==> config.mk <==
export PLATFORM = sky130hd
export DESIGN_NAME = regfile_wb_arbiter
export DESIGN_NICKNAME = d
export VERILOG_FILES = /design/src/rtl/regfile_wb_arbiter_pkg.sv /design/src/rtl/regfile_wb_arbiter_rr_arbiter.sv /design/src/rtl/regfile_wb_arbiter.sv
export SDC_FILE = /design/constraint.sdc
export NUM_CORES = 1
export LEC_CHECK = 0
export ABC_AREA = 1
export BUFFER_PORTS_ARGS = -buffer_cell sky130_fd_sc_hd__buf_2
export CAP_MARGIN = 20
export CORE_MARGIN = 1.5
export CORE_UTILIZATION = 45
export DETAILED_ROUTE_END_ITERATION = 6
export HOLD_SLACK_MARGIN = 0.05
export PLACE_DENSITY = 0.81
export REMOVE_ABC_BUFFERS = 1
export SLEW_MARGIN = 25
export SYNTH_ARGS = -nofsm -noshare
export SYNTH_HDL_FRONTEND = slang
export SYNTH_HIERARCHICAL = 1
export SYNTH_SLANG_ARGS = --single-unit
==> constraint.sdc <==
create_clock -name CLK -period 3.4 [get_ports CLK]
set_input_delay 0.17 -clock CLK [delete_from_list [all_inputs] [get_ports CLK]]
set_output_delay 0.17 -clock CLK [all_outputs]
set_load 0.03 [all_outputs]
==> src/rtl/regfile_wb_arbiter_pkg.sv <==
// Shared types for the register-file writeback arbiter.
// word_t and regbits_t match the CPU-wide definitions for data words and register indices.
package regfile_wb_arbiter_pkg;

    typedef logic [31:0] word_t;
    typedef logic [4:0]  regbits_t;

    // Largest supported number of writeback requesters
    localparam int unsigned WB_NREQ_MAX = 4;

    // One writeback request as presented by a source
    typedef struct packed {
        logic     req;
        regbits_t wsel;
        word_t    wdat;
    } wb_req_t;

endpackage

==> src/rtl/regfile_wb_arbiter_rr_arbiter.sv <==
// N-way round-robin arbiter: one-hot grant to the first asserted request at or after ptr.
// Purely combinational so it can be reused wherever a rotating priority pick is needed.
module regfile_wb_arbiter_rr_arbiter #(
    parameter  int unsigned N     = 2,
    localparam int unsigned PTR_W = (N > 1) ? $clog2(N) : 1
) (
    input  logic [N-1:0]     req,
    input  logic [PTR_W-1:0] ptr,
    output logic [N-1:0]     gnt
);

    logic [N-1:0] mask_ge;
    logic [N-1:0] req_hi;

    // Prefer requests at or above ptr; fall back to the lowest request to wrap around
    always_comb begin
        mask_ge = ~((N'(1) << ptr) - N'(1));
        req_hi  = req & mask_ge;
        if (|req_hi) begin
            gnt = req_hi & (~req_hi + N'(1));
        end else begin
            gnt = req & (~req + N'(1));
        end
    end

endmodule

==> src/rtl/regfile_wb_arbiter.sv <==
// Shares the register file's single write port between N_REQ writeback sources.
// Round-robin grant, one-cycle registered write stage, halt freeze, saturating conflict count.
module regfile_wb_arbiter
    import regfile_wb_arbiter_pkg::*;
#(
    parameter  int unsigned N_REQ = 2,
    parameter  int unsigned CNT_W = 16,
    localparam int unsigned PTR_W = (N_REQ > 1) ? $clog2(N_REQ) : 1
) (
    input  logic                 CLK,
    input  logic                 nRST,
    input  logic [N_REQ-1:0]     req,
    input  regbits_t             req_wsel [N_REQ],
    input  word_t                req_wdat [N_REQ],
    output logic [N_REQ-1:0]     gnt,
    input  logic                 halt,
    output logic                 rf_WEN,
    output regbits_t             rf_wsel,
    output word_t                rf_wdat,
    output logic [CNT_W-1:0]     conflict_cnt
);

    wb_req_t           reqs [N_REQ];
    logic [N_REQ-1:0]  req_en;
    logic              arb_en;

    logic [PTR_W-1:0]  ptr_q, ptr_d;
    logic              wen_q, wen_d;
    regbits_t          wsel_q, wsel_d;
    word_t             wdat_q, wdat_d;
    logic [CNT_W-1:0]  cnt_q, cnt_d;

    wb_req_t           win;
    logic [PTR_W-1:0]  gnt_idx;
    logic              any_gnt;

    // Bundle per-requester inputs and gate requests off during halt or reset
    always_comb begin
        arb_en = nRST & ~halt;
        for (int i = 0; i < N_REQ; i++) begin
            reqs[i] = '{req: req[i], wsel: req_wsel[i], wdat: req_wdat[i]};
            req_en[i] = reqs[i].req & arb_en;
        end
    end

    regfile_wb_arbiter_rr_arbiter #(
        .N (N_REQ)
    ) u_rr_arbiter (
        .req (req_en),
        .ptr (ptr_q),
        .gnt (gnt)
    );

    // Encode the one-hot grant and select the winning request
    always_comb begin
        win     = '0;
        gnt_idx = '0;
        any_gnt = 1'b0;
        for (int i = 0; i < N_REQ; i++) begin
            if (gnt[i]) begin
                win     = reqs[i];
                gnt_idx = PTR_W'(i);
                any_gnt = 1'b1;
            end
        end
    end

    // Next state: load winning write, rotate priority, count contended grants
    always_comb begin
        ptr_d  = ptr_q;
        wen_d  = 1'b0;
        wsel_d = wsel_q;
        wdat_d = wdat_q;
        cnt_d  = cnt_q;
        if (any_gnt) begin
            wsel_d = win.wsel;
            wdat_d = win.wdat;
            // Writes to r0 are consumed but never issued
            wen_d  = |win.wsel;
            ptr_d  = (gnt_idx == PTR_W'(N_REQ - 1)) ? '0 : gnt_idx + PTR_W'(1);
            if (($countones(req) >= 2) && (cnt_q != {CNT_W{1'b1}})) begin
                cnt_d = cnt_q + CNT_W'(1);
            end
        end
    end

    // State registers with synchronous active-low reset
    always_ff @(posedge CLK) begin
        if (!nRST) begin
            ptr_q  <= '0;
            wen_q  <= 1'b0;
            wsel_q <= '0;
            wdat_q <= '0;
            cnt_q  <= '0;
        end else begin
            ptr_q  <= ptr_d;
            wen_q  <= wen_d;
            wsel_q <= wsel_d;
            wdat_q <= wdat_d;
            cnt_q  <= cnt_d;
        end
    end

    assign rf_WEN       = wen_q;
    assign rf_wsel      = wsel_q;
    assign rf_wdat      = wdat_q;
    assign conflict_cnt = cnt_q;

endmodule
==> impl_metrics.json <==
{
  "rsz0062_at_grt": "false",
  "core_um2": 5960,
  "dr.pass1.iters": 4,
  "ir_drop_v": 0.000197,
  "final_common_cell": "nand2_1",
  "cp_common_cell": "nand2_1",
  "synth_area_um2": 2790,
  "clock_latency_ns": 0.31,
  "sw_frac_of_total_pct": 31.9,
  "min_path_type": "in -> reg",
  "clock-sinks": 55,
  "numPlacedInstances": 652,
  "p_sw_mw": 0.435,
  "grt_pass1_vias": 2822,
  "cts_resized": 0,
  "postRouteWirelength_mm": 7.50,
  "start_util_pct": 46.8,
  "cp_slowest_cell": "nor2_4",
  "vias": 3154,
  "p_per_area_nw_per_um2": 381,
  "path_class": "in -> reg",
  "grt_max_degree": 54,
  "p_int_mw": 0.929,
  "hold_violations": 0,
  "fmax_ghz": 0.507,
  "design.die.area_um2": 6680,
  "remaining_drc_errors": 0,
  "worst_slew_pin_slew_ns": 0.613,
  "use_met3_pct": 6.00,
  "yosys_warnings": 6,
  "dp_hpwl_mm": 5.55,
  "cp-end-kind": "register",
  "met1_usage_pct": 27.4,
  "synthCells": 458,
  "grt_use_total_pct": 23.5,
  "fin_tns_setup_ns": 0,
  "fill_cells": 601,
  "antennaDiodeCount": 0,
  "cp_data_required_time_ns": 3.66,
  "cp_cell_sequence": "buf_2 -> inv_1 -> nor3b_1 -> nand2_1 -> nand2_1 -> buf_4 -> nor2_4 -> nor2_4 -> buf_4 -> nand2_1 -> nand3_1 -> nand2_1 -> inv_1",
  "worst-path-stages": 13,
  "cts_buffers": 5,
  "reg2reg_slack_ns": 1.45,
  "ys_seq_elements": 55,
  "gr-total-overflow": 0,
  "routabilityCongestion": 0.865,
  "die_h_um": 81.7,
  "setup_viol": 0,
  "status": "completed",
  "slew_headroom_pct": 59.0,
  "post_cts_buffers": 0,
  "rows": 28,
  "cts_tree": "done",
  "met2_usage_pct": 42.0,
  "avgSynthCellArea_um2": 6.09,
  "h-tree-depth": 2,
  "path_max_fanout": 21,
  "ant_nets": 0,
  "antenna_found_initial": 0,
  "timing.critical_path.buf_inv": 5,
  "worstReg2RegStart": "ptr_q",
  "clockBufferDepth": 2,
  "cpLargestDelayFamily": "simple AND/OR/NAND/NOR gates",
  "io_pins": 135,
  "seq_area_frac_synth_pct": 39.5,
  "clock_power_share_pct": 26.8,
  "wire_per_inst_um": 11.4,
  "nNetsFinal": 664,
  "cts_hold_buf": 0,
  "die_w_um": 81.7,
  "fin_cells": 660,
  "syn2layout_area_growth_pct": 28.2,
  "grt_pass1_wl_mm": 12.2,
  "power.leakage_nw": 2.15,
  "drv_slew": 0,
  "final_cell_mix": "nand2_1, buf_2, inv_1",
  "crit_arrival_ns": 2.23,
  "path_clk_slew_ns": 0.10,
  "r2r_end": "rf_wdat[9]",
  "port_buffers": 134,
  "via_per_inst": 4.78,
  "period_minus_slack_ns": 1.97,
  "ys_types": 17,
  "drv_cap": 0,
  "final.period_utilization_pct": 58.0,
  "finClkSkew_ns": 0.00965,
  "cp-startpoint": "nRST",
  "drt_iter0_markers": 148,
  "endpoint": "rf_wdat[9]",
  "combPwrFrac_pct": 22.0,
  "reg2regPathDepth": 8,
  "worst_setup_path_start_kind": "input pin",
  "seq_power_share_pct": 51.3,
  "critPathMaxStageDelay_ns": 0.41,
  "drive_gt1_share_pct": 25.6,
  "clock-root-buffer": "clkbuf_8",
  "grt.busiest_layer": "met2"
}
-- kinds of logic after synthesis --
group	share of synthesized area (%)
and+or+nand+nor	42.8
adders and majority gates	0.449
AOI/OAI and AO/OA	3.77
buffers and inverters	13.5
DFF	39.5
-- how the worst min path moves through the flow --
stage	from	to	slack, ns	depth (start not counted)
2_1_floorplan	nRST	rf_wdat[0]	0.27	2
3_3_place_gp	req_wdat[43]	rf_wdat[11]	0.45	5
3_5_place_dp	req_wdat[57]	rf_wdat[25]	0.46	5
4_1_cts	req_wdat[57]	rf_wdat[25]	0.12	5
5_1_grt	req_wdat[34]	rf_wdat[2]	0.13	5
6_report	req_wdat[58]	rf_wdat[26]	0.13	5
-- power groups by stage --
| stage | registers, mW | logic [mW] | clock network (mW) |
|---|---|---|---|
| CTS | 0.699 | 0.302 | 0.377 |
| finish | 0.699 | 0.300 | 0.365 |
| global placement | 0.713 | 0.296 | 0 |
| floorplan | 0.780 | 0.111 | 0 |
| global route | 0.703 | 0.334 | 0.402 |
| detailed placement | 0.712 | 0.302 | 0 |
-- registers in the layout, summed over array words and instances, names as in the netlist --
name / flops
rf_wdat: 32
conflict_cnt: 16
rf_wsel: 5
ptr_q: 1
rf_WEN: 1
-- worst min-delay path, cell delays in order --
cell and delay (ns):
buf_2 0.07, nand2_1 0.04, nand3_1 0.06, nand2_1 0.04, inv_1 0.04
-- metrics by stage --
| step | hold WS, ns | setup WS (ns) | area [µm²] | power (mW) | utilization (%) |
|---|---|---|---|---|---|
| after global placement | 0.447 | 1.23 | 3490 | 1.01 | 58.5 |
| after CTS | 0.124 | 1.26 | 3570 | 1.38 | 60.0 |
| after floorplan | 0.268 | 0.462 | 2680 | 0.890 | - |
| after global routing | 0.130 | 1.15 | 3580 | 1.44 | 60.0 |
| after detailed placement | 0.457 | 1.09 | 3490 | 1.01 | 58.5 |
| final | 0.133 | 1.43 | 3580 | 1.36 | 60.0 |
-- metal layers --
| metal | share of wire [%] | vias up | routed length (µm) |
|---|---|---|---|
| li1 | - | 1619 | - |
| met1 | 43 | 1427 | 3190 |
| met2 | 50 | 96 | 3720 |
| met3 | 5.9 | 12 | 444 |
| met4 | 1.9 | 0 | 145 |
| met5 | 0 | - | 0 |
-- cell type report --
cell class / count / area [µm²] / area share (%)
clock buffer: 6 / 72.6 / 2.03
clock inverter: 2 / 12.5 / 0.350
inverter: 72 / 270 / 7.56
multi-input combinational: 311 / 1320 / 36.8
sequential: 55 / 1100 / 30.8
tap: 75 / 93.8 / 2.62
timing repair buffer: 139 / 708 / 19.8
-- Yosys cell counts --
library cell | instances | area, µm²
a21oi_1 | 6 | 30.0
a22oi_1 | 10 | 75.1
buf_1 | 4 | 15.0
buf_2 | 9 | 45.0
buf_4 | 1 | 7.51
buf_6 | 2 | 22.5
clkbuf_1 | 4 | 15.0
dfxtp_1 | 55 | 1100
ha_1 | 1 | 12.5
inv_1 | 72 | 270
nand2_1 | 201 | 754
nand3_1 | 49 | 245
nor2_1 | 36 | 135
nor2_2 | 2 | 12.5
nor2_4 | 2 | 22.5
nor3_1 | 2 | 10.0
nor3b_1 | 2 | 15.0
Note: power is estimated with default switching activity, not from simulation.
